[src/rtl/fetch_stage.sv]
// Purpose : instruction fetch stage; drives the imem request, owns the PC and the IF/ID register.
// Latency : rdata accepted at a rising edge is on if_instr right after that edge (1 instr/cycle at zero wait).
// Backpres: freez holds the IF/ID register (a returning word is parked in HOLD); imem_addr is stable until ack.
//
// Ports:
//   clk, rst           single clock, synchronous active-high reset
//   freez              hazard stall; keeps if_pc/if_instr/if_valid unchanged
//   branch_taken/addr  redirect request from EXE (highest priority after rst)
//   imem_req/addr      instruction memory request; addr == pc at all times
//   imem_ack/rdata     memory response, only honoured in REQ/KILL
//   if_pc/instr/valid  IF/ID register (if_pc is PC+4 of the held instruction)
//   stall_cnt          saturating freeze-cycle counter, present only when
//                      FETCH_STALL_CNT_EN is defined (otherwise tied to zero)
module fetch_stage #(
  parameter logic [31:0] RESET_PC = 32'h0000_0000
) (
  input  logic        clk,
  input  logic        rst,
  input  logic        freez,
  input  logic        branch_taken,
  input  logic [31:0] branch_addr,
  output logic        imem_req,
  output logic [31:0] imem_addr,
  input  logic        imem_ack,
  input  logic [31:0] imem_rdata,
  output logic [31:0] if_pc,
  output logic [31:0] if_instr,
  output logic        if_valid,
  output logic [15:0] stall_cnt
);

  // REQ : request outstanding at pc
  // KILL: request outstanding at pc but its data must be discarded (redirected)
  // HOLD: fetched word parked in hold_instr while the pipeline is frozen
  localparam logic [1:0] ST_REQ  = 2'd0;
  localparam logic [1:0] ST_KILL = 2'd1;
  localparam logic [1:0] ST_HOLD = 2'd2;

  logic [1:0]  state_q, state_d;
  logic [31:0] pc_q, pc_d;
  logic [31:0] hold_instr_q, hold_instr_d;
  logic [31:0] redir_addr_q, redir_addr_d;
  logic [31:0] if_pc_q, if_pc_d;
  logic [31:0] if_instr_q, if_instr_d;
  logic        if_valid_q, if_valid_d;
  logic [31:0] pc_inc;

  // 32-bit modulo increment: 0xFFFF_FFFC wraps to 0
  assign pc_inc    = pc_q + 32'd4;

  assign imem_req  = (state_q != ST_HOLD);
  assign imem_addr = pc_q;
  assign if_pc     = if_pc_q;
  assign if_instr  = if_instr_q;
  assign if_valid  = if_valid_q;

  always_comb begin
    state_d      = state_q;
    pc_d         = pc_q;
    hold_instr_d = hold_instr_q;
    redir_addr_d = redir_addr_q;
    if_pc_d      = if_pc_q;
    if_instr_d   = if_instr_q;
    if_valid_d   = if_valid_q;

    case (state_q)
      ST_REQ: begin
        if (imem_ack) begin
          if (branch_taken) begin
            // returned word is on the wrong path: drop it and redirect
            pc_d       = branch_addr;
            if_valid_d = 1'b0;
          end else if (freez) begin
            hold_instr_d = imem_rdata;
            state_d      = ST_HOLD;
          end else begin
            if_instr_d = imem_rdata;
            if_pc_d    = pc_inc;
            if_valid_d = 1'b1;
            pc_d       = pc_inc;
          end
        end else begin
          if (branch_taken) begin
            // request must complete at the old address; remember the target
            redir_addr_d = branch_addr;
            if_valid_d   = 1'b0;
            state_d      = ST_KILL;
          end else if (!freez) begin
            if_valid_d = 1'b0;
          end
        end
      end

      ST_KILL: begin
        if_valid_d = 1'b0;
        if (branch_taken) begin
          redir_addr_d = branch_addr;
        end
        if (imem_ack) begin
          pc_d    = branch_taken ? branch_addr : redir_addr_q;
          state_d = ST_REQ;
        end
      end

      ST_HOLD: begin
        if (branch_taken) begin
          pc_d       = branch_addr;
          if_valid_d = 1'b0;
          state_d    = ST_REQ;
        end else if (!freez) begin
          if_instr_d = hold_instr_q;
          if_pc_d    = pc_inc;
          if_valid_d = 1'b1;
          pc_d       = pc_inc;
          state_d    = ST_REQ;
        end
      end

      default: begin
        state_d = ST_REQ;
      end
    endcase
  end

  always_ff @(posedge clk) begin
    if (rst) begin
      state_q      <= ST_REQ;
      pc_q         <= RESET_PC;
      hold_instr_q <= 32'h0;
      redir_addr_q <= 32'h0;
      if_pc_q      <= 32'h0;
      if_instr_q   <= 32'h0;
      if_valid_q   <= 1'b0;
    end else begin
      state_q      <= state_d;
      pc_q         <= pc_d;
      hold_instr_q <= hold_instr_d;
      redir_addr_q <= redir_addr_d;
      if_pc_q      <= if_pc_d;
      if_instr_q   <= if_instr_d;
      if_valid_q   <= if_valid_d;
    end
  end

`ifdef FETCH_STALL_CNT_EN
  logic [15:0] stall_cnt_q;

  // a redirect in the same cycle is not a stall
  always_ff @(posedge clk) begin
    if (rst) begin
      stall_cnt_q <= 16'h0000;
    end else if (freez && !branch_taken && (stall_cnt_q != 16'hFFFF)) begin
      stall_cnt_q <= stall_cnt_q + 16'd1;
    end
  end

  assign stall_cnt = stall_cnt_q;
`else
  assign stall_cnt = 16'h0000;
`endif

endmodule
[config.mk]
export PLATFORM = sky130hd
export DESIGN_NAME = fetch_stage
export DESIGN_NICKNAME = d
export VERILOG_FILES = /design/src/rtl/fetch_stage.sv
export SDC_FILE = /design/constraint.sdc
export NUM_CORES = 1
export LEC_CHECK = 0
export BUFFER_PORTS_ARGS = -buffer_cell sky130_fd_sc_hd__buf_4
export CAP_MARGIN = 20
export CORE_UTILIZATION = 40
export CTS_BUF_LIST = sky130_fd_sc_hd__clkbuf_8
export CTS_CLUSTER_DIAMETER = 120
export CTS_CLUSTER_SIZE = 40
export DETAILED_ROUTE_END_ITERATION = 8
export GPL_TIMING_DRIVEN = 0
export PLACE_DENSITY = 0.6
export SYNTH_ARGS = -nofsm -noshare
export SYNTH_HDL_FRONTEND = slang
export SYNTH_SLANG_ARGS = --single-unit
[constraint.sdc]
create_clock -name clk -period 4.91 [get_ports clk]
set_clock_uncertainty 0.15 [all_clocks]
set_input_delay 0.2455 -clock clk [delete_from_list [all_inputs] [get_ports clk]]
set_output_delay 0.2455 -clock clk [all_outputs]
set_load 0.02 [all_outputs]
==> impl_metrics.ini <==
[setup_path]
end_kind = register
slowest_delay_ps = 490
worst-setup-path-type = reg -> reg
crit_slowest_cell = clkbuf_1
worstPathRequired_ps = 5160
path_buf_inv = 4
critPathMaxFanout = 10
startpoint_type = register
worstPathArrival_ps = 3360
crit_family = buffers and inverters
critPathMostFrequentCell = clkbuf_1
cp_cell_sequence = inv_1, ha_1, clkbuf_1, clkbuf_1, clkbuf_1, nand2_1, o21ai_0, o21ai_0, a21oi_1

[power]
power.leakage_nw = 4.083
pwr-share-clk_pct = 29.9
ir_drop_mv = 0.1817
pwr-share-comb_pct = 24.2
p_total_mw = 3.285
pwr_density_cell_nw_per_um2 = 313.9
switchingPower_mw = 1.163
internal_power_mw = 2.122
p_seq_share_pct = 45.8
p_sw_share_pct = 35.40

[synth]
synth_area_per_cell_sq_um = 7.914
synthSimpleGateAreaFrac_pct = 21.96
synthArstFlopShare_pct = 0
yosys_warnings = 0
synth_compound_area_share_pct = 20.72
ys_types = 61
synthesis.instances = 985
synth_ff_type = dfxtp_1
synth_area_sq_um = 7795
ys_seq_elements = 163
synth_sequential_area_ratio_pct = 41.86
synth_fa_ha_area_share_pct = 0.8026
synth_mux_area_share_pct = 5.265
synth_edf_count = 0
synth_top_family_by_area = simple AND/OR/NAND/NOR gates
synth-xor-area-share_pct = 3.034

[clock_network]
cts-root-buf = clkbuf_8
numCtsBuffers = 17
cts_tree = done
htree_levels = 4
cts_sinks = 163
insertion_delay_ps = 470
clk_path_buf_depth = 2
clkTransAtPathRegs_ps = 100

[sta]
min_period_ps = 3112
setup_viol_count_final = 0
rsz0062_at_grt = false
worst_slack_ps = 1798
max_freq_ghz = 0.3213
period_share_pct = 63.39
hold_viol_final = 0
tightest_slew_ps = 808.6
slew_headroom_pct = 46.09
slew_violations = 0
setup_tns_ps = 0
holdWs_ps = 18.12

[global_routing]
grt_pass1_vias = 7213
grt_pass1_wl_mm = 40.03
grtUsageTotal_pct = 26.03
overflow = 0
antenna_found_initial = 0
grt_max_degree = 19

[die]
row_count = 50
die_area_sq_um = 20050
die_x_microns = 141.6
core_sq_um = 18890
io_pins = 183
start_util_pct = 41.26
die_h_microns = 141.6

[finish]
final_cell_count_no_fill = 1522
syn_to_final_growth_pct = 34.27
drive_gt1_share_pct = 19.33
nets = 1323
antenna_cells = 0

[drt]
wl_mm = 25.94
drc = 0
num_vias = 7882
drtPass1Iterations = 5
routed_via_density = 5.179
drt-wirelength-per-cell_microns = 17.04
final_antenna_net_count = 0
drtIter0Drc = 539

[min_path]
worstHoldPathType = in -> reg

[place]
io_buffers = 165
dp_hpwl_mm = 18.77
gp_congestion = 0.9182
place_inst = 1425
pre_cts_slack_ps = 1860

[outcome]
outcome = complete, no violations

[run]
cap_violations = 0
## sequential cells by signal, summed over array words and instances (netlist names)
name          count
hold_instr_q     32
if_instr         32
if_pc            32
imem_addr        32
redir_addr_q     32
state_q           2
if_valid          1
## cells in the mapped netlist, drive strengths merged, types with 17 or more instances
cell / n / area share (%)
nand3: 21 / 1.6
and3: 17 / 1.4
buf: 41 / 3.1
xor2: 19 / 2.1
clkbuf: 61 / 2.9
mux2i: 41 / 5.3
nor2: 91 / 4.4
o21ai: 45 / 2.9
a211oi: 65 / 6.3
a21oi: 104 / 6.7
nand2: 201 / 9.7
dfxtp: 163 / 42
## cell usage in the layout, fill, tap and decap left out, types with 5 or more instances in the layout
cell / count
a21o_1: 5
or3_1: 5
xor2_1: 19
nor2_1: 91
o21ai_0: 44
dlygate4sd3_1: 65
conb_1: 16
nand4_1: 14
buf_2: 15
a21oi_1: 104
a211oi_1: 64
buf_1: 8
xnor2_1: 8
nor3_1: 8
ha_1: 5
clkbuf_8: 17
clkbuf_1: 61
o31ai_1: 5
nand2_1: 201
inv_1: 6
buf_4: 183
dfxtp_1: 163
and3_1: 17
a32o_1: 5
nand3_1: 19
mux2i_1: 41
## metal layers
metal	global-route usage (%)	wire length [microns]
met1	35.25	12000
met2	41.43	11710
met5	0	0
met4	8.715	496
met3	5.029	1735
## worst register-to-register path, delay by kind of cell, from the launching register on
family          cells  cell delay, ps
fa+ha+maj           1             140
simple gates        1             100
flops               1             380
buf+inv             4            1470
compound gates      3             810
## power groups by stage
stage | logic (mW) | registers (mW) | clock network [mW]
finish | 0.797 | 1.50 | 0.984
global route | 0.865 | 1.52 | 1.05
CTS | 0.790 | 1.50 | 1.00
detailed placement | 0.746 | 1.53 | 0
global placement | 0.743 | 1.53 | 0
floorplan | 0.391 | 1.58 | 0
## cell type report
type,count,area (sq um)
timing repair buffer,230,1889
sequential,163,3263
buffer,102,469.2
fill,1920,8427
clock inverter,15,166.4
clock buffer,17,234.0
inverter,6,22.52
multi-input combinational,729,4096
tap,260,325.3
## stage by stage
stage / cell area (sq um) / utilization [%]
6_report: 10470 / 55.40
5_1_grt: 10470 / 55.40
4_1_cts: 10470 / 55.40
3_5_place_dp: 9415 / 49.83
3_3_place_gp: 9415 / 49.83
2_1_floorplan: 7851 / -
## repair_timing
item | CTS | global route
buffers inserted | 0 | 0
hold buffers | 65 | 0
resized for setup | 0 | 0
hold endpoints to repair | 108 | 0
## final timing paths
kind,cells past startpoint,slack (ps),to,start
worst max-delay path,9,1800,imem_addr[22],state_q[1]
worst min-delay path,4,20,if_valid,freez
worst max register to register,9,1800,imem_addr[22],state_q[1]
worst min register to register,2,310,hold_instr_q[30],hold_instr_q[30]
## kinds of logic after synthesis
kind of cell    count (synthesis)
compound gates                259
xor+xnor                       27
fa+ha+maj                       5
buf+inv                       108
flops                         163
mux                            41
other cells                     1
simple gates                  381
No activity file was read; power rests on OpenSTA's default activity.
